File: src/rtl/fwft_rr_sched.sv
// fwft_rr_sched: round-robin drain of NQ FWFT FIFOs into one registered valid/ready stream.
// Build option: define FWFT_RR_SCHED_WEIGHT_EN to add per-queue burst limits on qweight.
module fwft_rr_sched #(
    parameter int NQ    = 4,
    parameter int DW    = 8,
    parameter int BURST = 4,
    parameter int QW    = (NQ > 1) ? $clog2(NQ) : 1
) (
    input  logic             clk,
    input  logic             reset_n,
    input  logic [NQ-1:0]    ffrvld,
    input  logic [NQ*DW-1:0] ffrdata,
    output logic [NQ-1:0]    ffrreq,
    output logic             out_vld,
    output logic [DW-1:0]    out_data,
    output logic [QW-1:0]    out_qid,
    input  logic             out_rdy,
`ifdef FWFT_RR_SCHED_WEIGHT_EN
    input  logic [NQ*8-1:0]  qweight,
`endif
    output logic             busy
);

    // Handshake: a word transfers on a rising edge where out_vld & out_rdy; out_data/out_qid
    // hold while out_vld & ~out_rdy. ffrreq pops the FWFT head word presented in that same cycle.

    typedef enum logic {
        IDLE  = 1'b0,
        GRANT = 1'b1
    } state_t;

    state_t          state_q, state_d;
    logic [QW-1:0]   gnt, ptr, pick, gnt_next;
    logic            pick_found;
    logic [7:0]      bcnt, lim_raw, lim;
    logic            gnt_vld, pop, burst_end, rel;
    logic [DW-1:0]   fdata [NQ];

    always_comb begin
        for (int i = 0; i < NQ; i++) begin
            fdata[i] = ffrdata[i*DW +: DW];
        end
    end

`ifdef FWFT_RR_SCHED_WEIGHT_EN
    logic [7:0] wts [NQ];

    always_comb begin
        for (int i = 0; i < NQ; i++) begin
            wts[i] = qweight[i*8 +: 8];
        end
    end

    // Sampled every GRANT cycle so a weight change applies to the grant in progress.
    assign lim_raw = wts[gnt];
`else
    assign lim_raw = 8'(BURST);
`endif

    assign lim = (lim_raw == 8'd0) ? 8'd1 : lim_raw;

    // First valid queue at or after ptr, wrapping at NQ.
    always_comb begin
        pick_found = 1'b0;
        pick       = '0;
        for (int k = 0; k < NQ; k++) begin
            int s;
            s = int'(ptr) + k;
            if (s >= NQ) s = s - NQ;
            if (!pick_found && ffrvld[s[QW-1:0]]) begin
                pick_found = 1'b1;
                pick       = s[QW-1:0];
            end
        end
    end

    assign gnt_next  = (gnt == QW'(NQ - 1)) ? '0 : gnt + QW'(1);
    assign gnt_vld   = ffrvld[gnt];
    assign pop       = (state_q == GRANT) && gnt_vld && (!out_vld || out_rdy);
    assign burst_end = pop && (({1'b0, bcnt} + 9'd1) >= {1'b0, lim});
    assign rel       = (state_q == GRANT) && (!gnt_vld || burst_end);
    assign busy      = (state_q == GRANT);

    always_comb begin
        ffrreq = '0;
        if (reset_n && pop) ffrreq[gnt] = 1'b1;
    end

    always_ff @(posedge clk) begin
        if (!reset_n) state_q <= IDLE;
        else          state_q <= state_d;
    end

    always_comb begin
        state_d = state_q;
        case (state_q)
            IDLE:    if (pick_found) state_d = GRANT;
            GRANT:   if (rel)        state_d = IDLE;
            default:                 state_d = IDLE;
        endcase
    end

    always_ff @(posedge clk) begin
        if (!reset_n) begin
            gnt      <= '0;
            ptr      <= '0;
            bcnt     <= '0;
            out_vld  <= 1'b0;
            out_data <= '0;
            out_qid  <= '0;
        end else begin
            if (state_q == IDLE && pick_found) begin
                gnt  <= pick;
                bcnt <= '0;
            end
            if (rel) ptr <= gnt_next;
            if (pop) begin
                out_vld  <= 1'b1;
                out_data <= fdata[gnt];
                out_qid  <= gnt;
                bcnt     <= bcnt + 8'd1;
            end else if (out_rdy) begin
                out_vld  <= 1'b0;
            end
        end
    end

endmodule

File: config.mk
export PLATFORM = sky130hd
export DESIGN_NAME = fwft_rr_sched
export DESIGN_NICKNAME = d
export VERILOG_FILES = /design/src/rtl/fwft_rr_sched.sv
export SDC_FILE = /design/constraint.sdc
export NUM_CORES = 1
export LEC_CHECK = 0
export ABC_CLOCK_PERIOD_IN_PS = 2280
export BUFFER_PORTS_ARGS = -buffer_cell sky130_fd_sc_hd__clkbuf_2
export CORE_ASPECT_RATIO = 0.75
export CORE_UTILIZATION = 44
export CTS_CLUSTER_SIZE = 28
export DETAILED_ROUTE_END_ITERATION = 8
export PLACE_DENSITY = 0.71
export SLEW_MARGIN = 20
export SYNTH_ARGS = -nofsm -noshare
export SYNTH_HDL_FRONTEND = slang
export SYNTH_SLANG_ARGS = --single-unit
export TNS_END_PERCENT = 30
File: constraint.sdc
create_clock -name clk -period 2.28 [get_ports clk]
set_input_delay 0.57 -clock clk [delete_from_list [all_inputs] [get_ports clk]]
set_output_delay 0.57 -clock clk [all_outputs]
set_load 0.01 [all_outputs]
After elaboration in Yosys (flattened, before gate mapping)
Cells that the tools add are included.
{"block": "word_totals", "register_bits": 24, "input_bits": 39, "output_inout_bits": 16, "word_cells": 87}
{"block": "classes", "n_addsub": 10, "order_cmp": 12, "n_eq_ne": 1, "muxes": 36, "n_bitwise": 2, "reduce_logical": 19}
{"op": "$mux 8", "count": 4}
{"op": "$mux 2", "count": 9}
{"op": "$bmux 8 s2", "count": 1}
{"op": "$lt 2x3->1 const B", "count": 5}
{"op": "$mux 1", "count": 14}
{"op": "$ge 3x3->1 const B", "count": 4}
{"op": "$bmux 1 s2", "count": 5}
{"op": "$logic_and 1x1->1", "count": 10}
{"op": "$add 8x1->9 const B", "count": 1}
{"op": "$ge 9x3->1 const B", "count": 1}
{"op": "$add 8x1->8 const B", "count": 1}
{"op": "$sub 2x1->2 const B", "count": 4}
{"op": "$add 2x2->3 const B", "count": 2}
{"op": "$logic_not 1->1", "count": 5}
{"op": "$mux 4", "count": 1}
{"op": "$reduce_bool 2->1", "count": 2}
{"op": "$add 2x1->3 const B", "count": 1}
{"op": "$ge 2x3->1 const B", "count": 1}
{"op": "$not 2->3", "count": 1}
{"op": "$add 2x1->2 const B", "count": 1}
{"op": "$demux 1 s2", "count": 1}
{"op": "$eq 2x2->1 const B", "count": 1}
{"op": "$ge 2x1->1 const B", "count": 1}
{"op": "$logic_or 1x1->1", "count": 2}
{"op": "other kinds (2)", "count": 2}

Logic depth before layout (Yosys ltp)
{"block": "logic_depth", "word_depth": 17, "depth_mapped": 6, "ltp_nobuf": 6}

Least setup slack after synthesis
OpenSTA, ideal clock, no wires.
{"block": "synth_path", "path_kind": "input-to-output", "start": "in ffrvld[3]", "end": "out ffrreq[0]", "t_arrival_ns": 1.706, "required_ns": 1.710, "path_slack_ns": 0.004, "cell_stages": 4, "n_path_buf": 1, "cell_sequence": "mux4_2 and3_1 buf_2 and3_1"}
{"block": "synth_between", "elab_chain_len": 6}
{"item": "from (decl)", "line_no": "11", "text": "input logic [NQ-1:0] ffrvld,"}
{"item": "$bmux 1 s2", "line_no": "78", "text": "assign gnt_vld = ffrvld[gnt];"}
{"item": "$mux 1 (implied by the code)", "line_no": "78"}
{"item": "$logic_and 1x1->1 (2 in a row)", "line_no": "79", "text": "assign pop = (state_q == GRANT) && gnt_vld && (!out_vld || out_rdy);"}
{"item": "$logic_and 1x1->1", "line_no": "86", "text": "if (reset_n && pop) ffrreq[gnt] = 1'b1;"}
{"item": "$mux 4", "line_no": "86"}
{"item": "to (decl)", "line_no": "13", "text": "output logic [NQ-1:0] ffrreq,"}
No other way between the ends. The select of a mux whose other input is x is not followed.

Final worst setup path
{"block": "layout_path", "start": "in ffrvld[3]", "end": "out ffrreq[2]"}
The elaborated chain is that of the path after synthesis.

==> flow_metrics.env <==
export IMPL_status="finished clean"
export IMPL_cts_buffers_inserted=3
export IMPL_antenna_found_initial=0
export IMPL_path_clk_slew_ns=0.09
export IMPL_synth_top_area_share_pct=32.4
export IMPL_drive_above_1_share_pct=35.5
export IMPL_drtPass1Iterations=5
export IMPL_met1_usage_pct=26.3
export IMPL_num_fill_cells=270
export IMPL_fin_skew_ns=0.00740
export IMPL_gp_congestion=0.881
export IMPL_async_flop_share_pct=0
export IMPL_crit_arrival_ns=1.66
export IMPL_cp_end_kind="output port"
export IMPL_synth_common_cells="nand2_1 (30), dfxtp_1 (24), a21oi_1 (17), a21boi_1 (10), nor2_1 (10)"
export IMPL_syn_nets=217
export IMPL_clock_sinks=24
export IMPL_design_area_um2=1920
export IMPL_swShare_pct=27.8
export IMPL_cpMaxStageDelayCell="mux4_2"
export IMPL_synth_edf_count=0
export IMPL_yosys_area_top_type="dfxtp_1"
export IMPL_pre_cts_ws_ns=-0.0150
export IMPL_synthTopCellsByArea="dfxtp_1 (32%), mux4_2 (11%), nand2_1 (7.6%)"
export IMPL_holdCritPathClass="register to register"
export IMPL_tritoncts="done"
export IMPL_p_leak_nw=0.860
export IMPL_num_vias=1491
export IMPL_grt_pass1_wl_mm=5.86
export IMPL_crit_path_max_incr_delay_ns=0.48
export IMPL_grt_pass1_vias=1341
export IMPL_critPathKind="primary input to output port"
export IMPL_setup_viol=0
export IMPL_vias_per_cell=5.48
export IMPL_die_h_um=52.3
export IMPL_seqPwrFrac_pct=46.1
export IMPL_grt_use_total_pct=20.6
export IMPL_place_hpwl_mm=2.83
export IMPL_relSlewSlack_pct=72.8
export IMPL_worst_path_buf_inv=2
export IMPL_power_total_w=0.00100
export IMPL_use_met3_pct=5.00
export IMPL_use_met2_pct=35.4
export IMPL_core_um2=3080
export IMPL_tightest_slew_ns=0.407
export IMPL_synth_ff_type="dfxtp_1"
export IMPL_hold_viol_final=0
export IMPL_wl_mm=3.71
export IMPL_routedWlPerCell_um=13.6
export IMPL_first_iter_violations=99
export IMPL_p_per_area_nw_per_um2=520
export IMPL_critPathLaunchType="primary input"
export IMPL_io_pins=55
export IMPL_htree_num_levels=1
export IMPL_fp_row_count=17
export IMPL_crit_fanout=7
export IMPL_yosysMostFrequentCell="nand2_1"
export IMPL_worstSkewPairLatency_ns=0.27
export IMPL_worst_slack_ns=0.0535
export IMPL_synth_distinct_cells=38
export IMPL_clockPowerShare_pct=29.0
export IMPL_drv_slew=0
export IMPL_switchingPower_w=0.000278
export IMPL_netlist_area_um2=1490
export IMPL_avgSynthCellArea_um2=8.63
export IMPL_required_ns=1.71
export IMPL_grt_max_degree=19
export IMPL_synth_seq_area_share_pct=32.4
export IMPL_syn2layout_area_growth_pct=29.5
export IMPL_fin_crit_sh_pct=97.7
export IMPL_dieArea_um2=3610
export IMPL_critical_path_top_delay_family="multiplexers"
export IMPL_drc=0
export IMPL_postSynthCellCount=172
export IMPL_peakVddDrop_mv=0.254
export IMPL_port_buffers=54
export IMPL_comb_power_share_pct=24.9
export IMPL_crit_path_cell_trace="clkbuf_2 -> mux4_2 -> and3_4 -> and3_1 -> clkbuf_2"
export IMPL_grt_busiest_layer="met2"
export IMPL_ys_ff_latch=24
export IMPL_synth_yosys_warnings=0
export IMPL_grt_remaining_overflow=0
export IMPL_root_buffer="clkbuf_8"
export IMPL_postPlaceCellArea_um2=1860
export IMPL_internal_power_w=0.000722
export IMPL_timing_final_crit_period_ns=2.23
export IMPL_worst_path_most_repeated_cell="clkbuf_2"
export IMPL_die_w_um=69.1
export IMPL_diodes=0
export IMPL_fmax_mhz=449
export IMPL_clockBufferDepth=2
export IMPL_ant_nets=0
export IMPL_start_util_pct=48.2
export IMPL_nets=280
export IMPL_cap_violations=0
## repair_timing
action / in CTS / in global routing
endpoints found under the setup margin: 4 / 4
hold buffers: 0 / 0
buffers inserted: 0 / 0
gates resized for setup: 2 / 1
endpoints found under the hold margin: 0 / 0
## sequential cells by signal (all words and copies together), names as in the netlist
name,cells
gnt,2
out_vld,1
out_qid,2
bcnt,8
ptr,2
busy,1
out_data,8
## power by group through the flow
stage | Sequential (W) | Combinational, W | Clock, W
2_1_floorplan | 0.000473 | 0.000143 | 0
3_3_place_gp | 0.000469 | 0.000239 | 0
3_5_place_dp | 0.000470 | 0.000245 | 0
4_1_cts | 0.000460 | 0.000248 | 0.000296
5_1_grt | 0.000465 | 0.000271 | 0.000312
6_report | 0.000461 | 0.000249 | 0.000290
## metal layers
metal / up-vias / wire [µm] / share of wire [%]
met1: 686 / 1680 / 45
met5: - / 0 / 0
li1: 743 / - / -
met4: 0 / 31 / 0.84
met2: 56 / 1720 / 46
met3: 6 / 280 / 7.5
## through the flow
step	setup TNS (ns)	util [%]	cells	hold slack (ns)
floorplan	0	-	172	0.451
global placement	0	60.4	268	0.440
detailed placement	-0.0385	60.4	268	0.448
CTS	0	62.3	272	0.461
global route	-0.00110	62.4	272	0.480
finish	0	62.4	272	0.458
## worst min-delay path: stages, from the launching register on
cell	delay [ns]
dfxtp_1	0.32
nand2_1	0.05
a21boi_1	0.05
## placed cells by master (no fill, tap or decap), drive strengths merged, types with 2 or more instances in the layout
cell type,count
a21boi,10
a21oi,17
and3,7
buf,14
clkbuf,58
dfxtp,24
ha,6
inv,6
mux2i,3
mux4,9
nand2,30
nand2b,2
nand3,7
nand3b,2
nor2,11
nor2b,2
o21ai,9
or3,2
## area by class of cell
class | count | area, µm² | area share [%]
Sequential cell | 24 | 482 | 25.0
Inverter | 6 | 22.5 | 1.17
Timing Repair Buffer | 68 | 375 | 19.5
Clock buffer | 4 | 55.1 | 2.86
Multi-Input combinational cell | 132 | 941 | 48.9
Tap cell | 38 | 47.5 | 2.47
## final timing paths
check | slack [ns] | to | start | cells past startpoint
setup / recovery | 0.05 | ffrreq[2] | ffrvld[3] | 5
setup reg to reg | 0.47 | bcnt[7] | gnt[0] | 5
hold / removal | 0.46 | out_data[1] | out_data[1] | 2
hold reg to reg | 0.46 | out_data[1] | out_data[1] | 2
## kinds of logic after synthesis
logic type | share of synthesized area [%]
adder cells (fa/ha/maj) | 5.05
flip-flops | 32.4
AO/OA/AOI/OAI | 17.9
buffers and inverters | 4.63
multiplexers | 16.2
XOR/XNOR | 0.590
AND/OR/NAND/NOR | 23.3
Note: power is estimated with default switching activity, not from simulation.
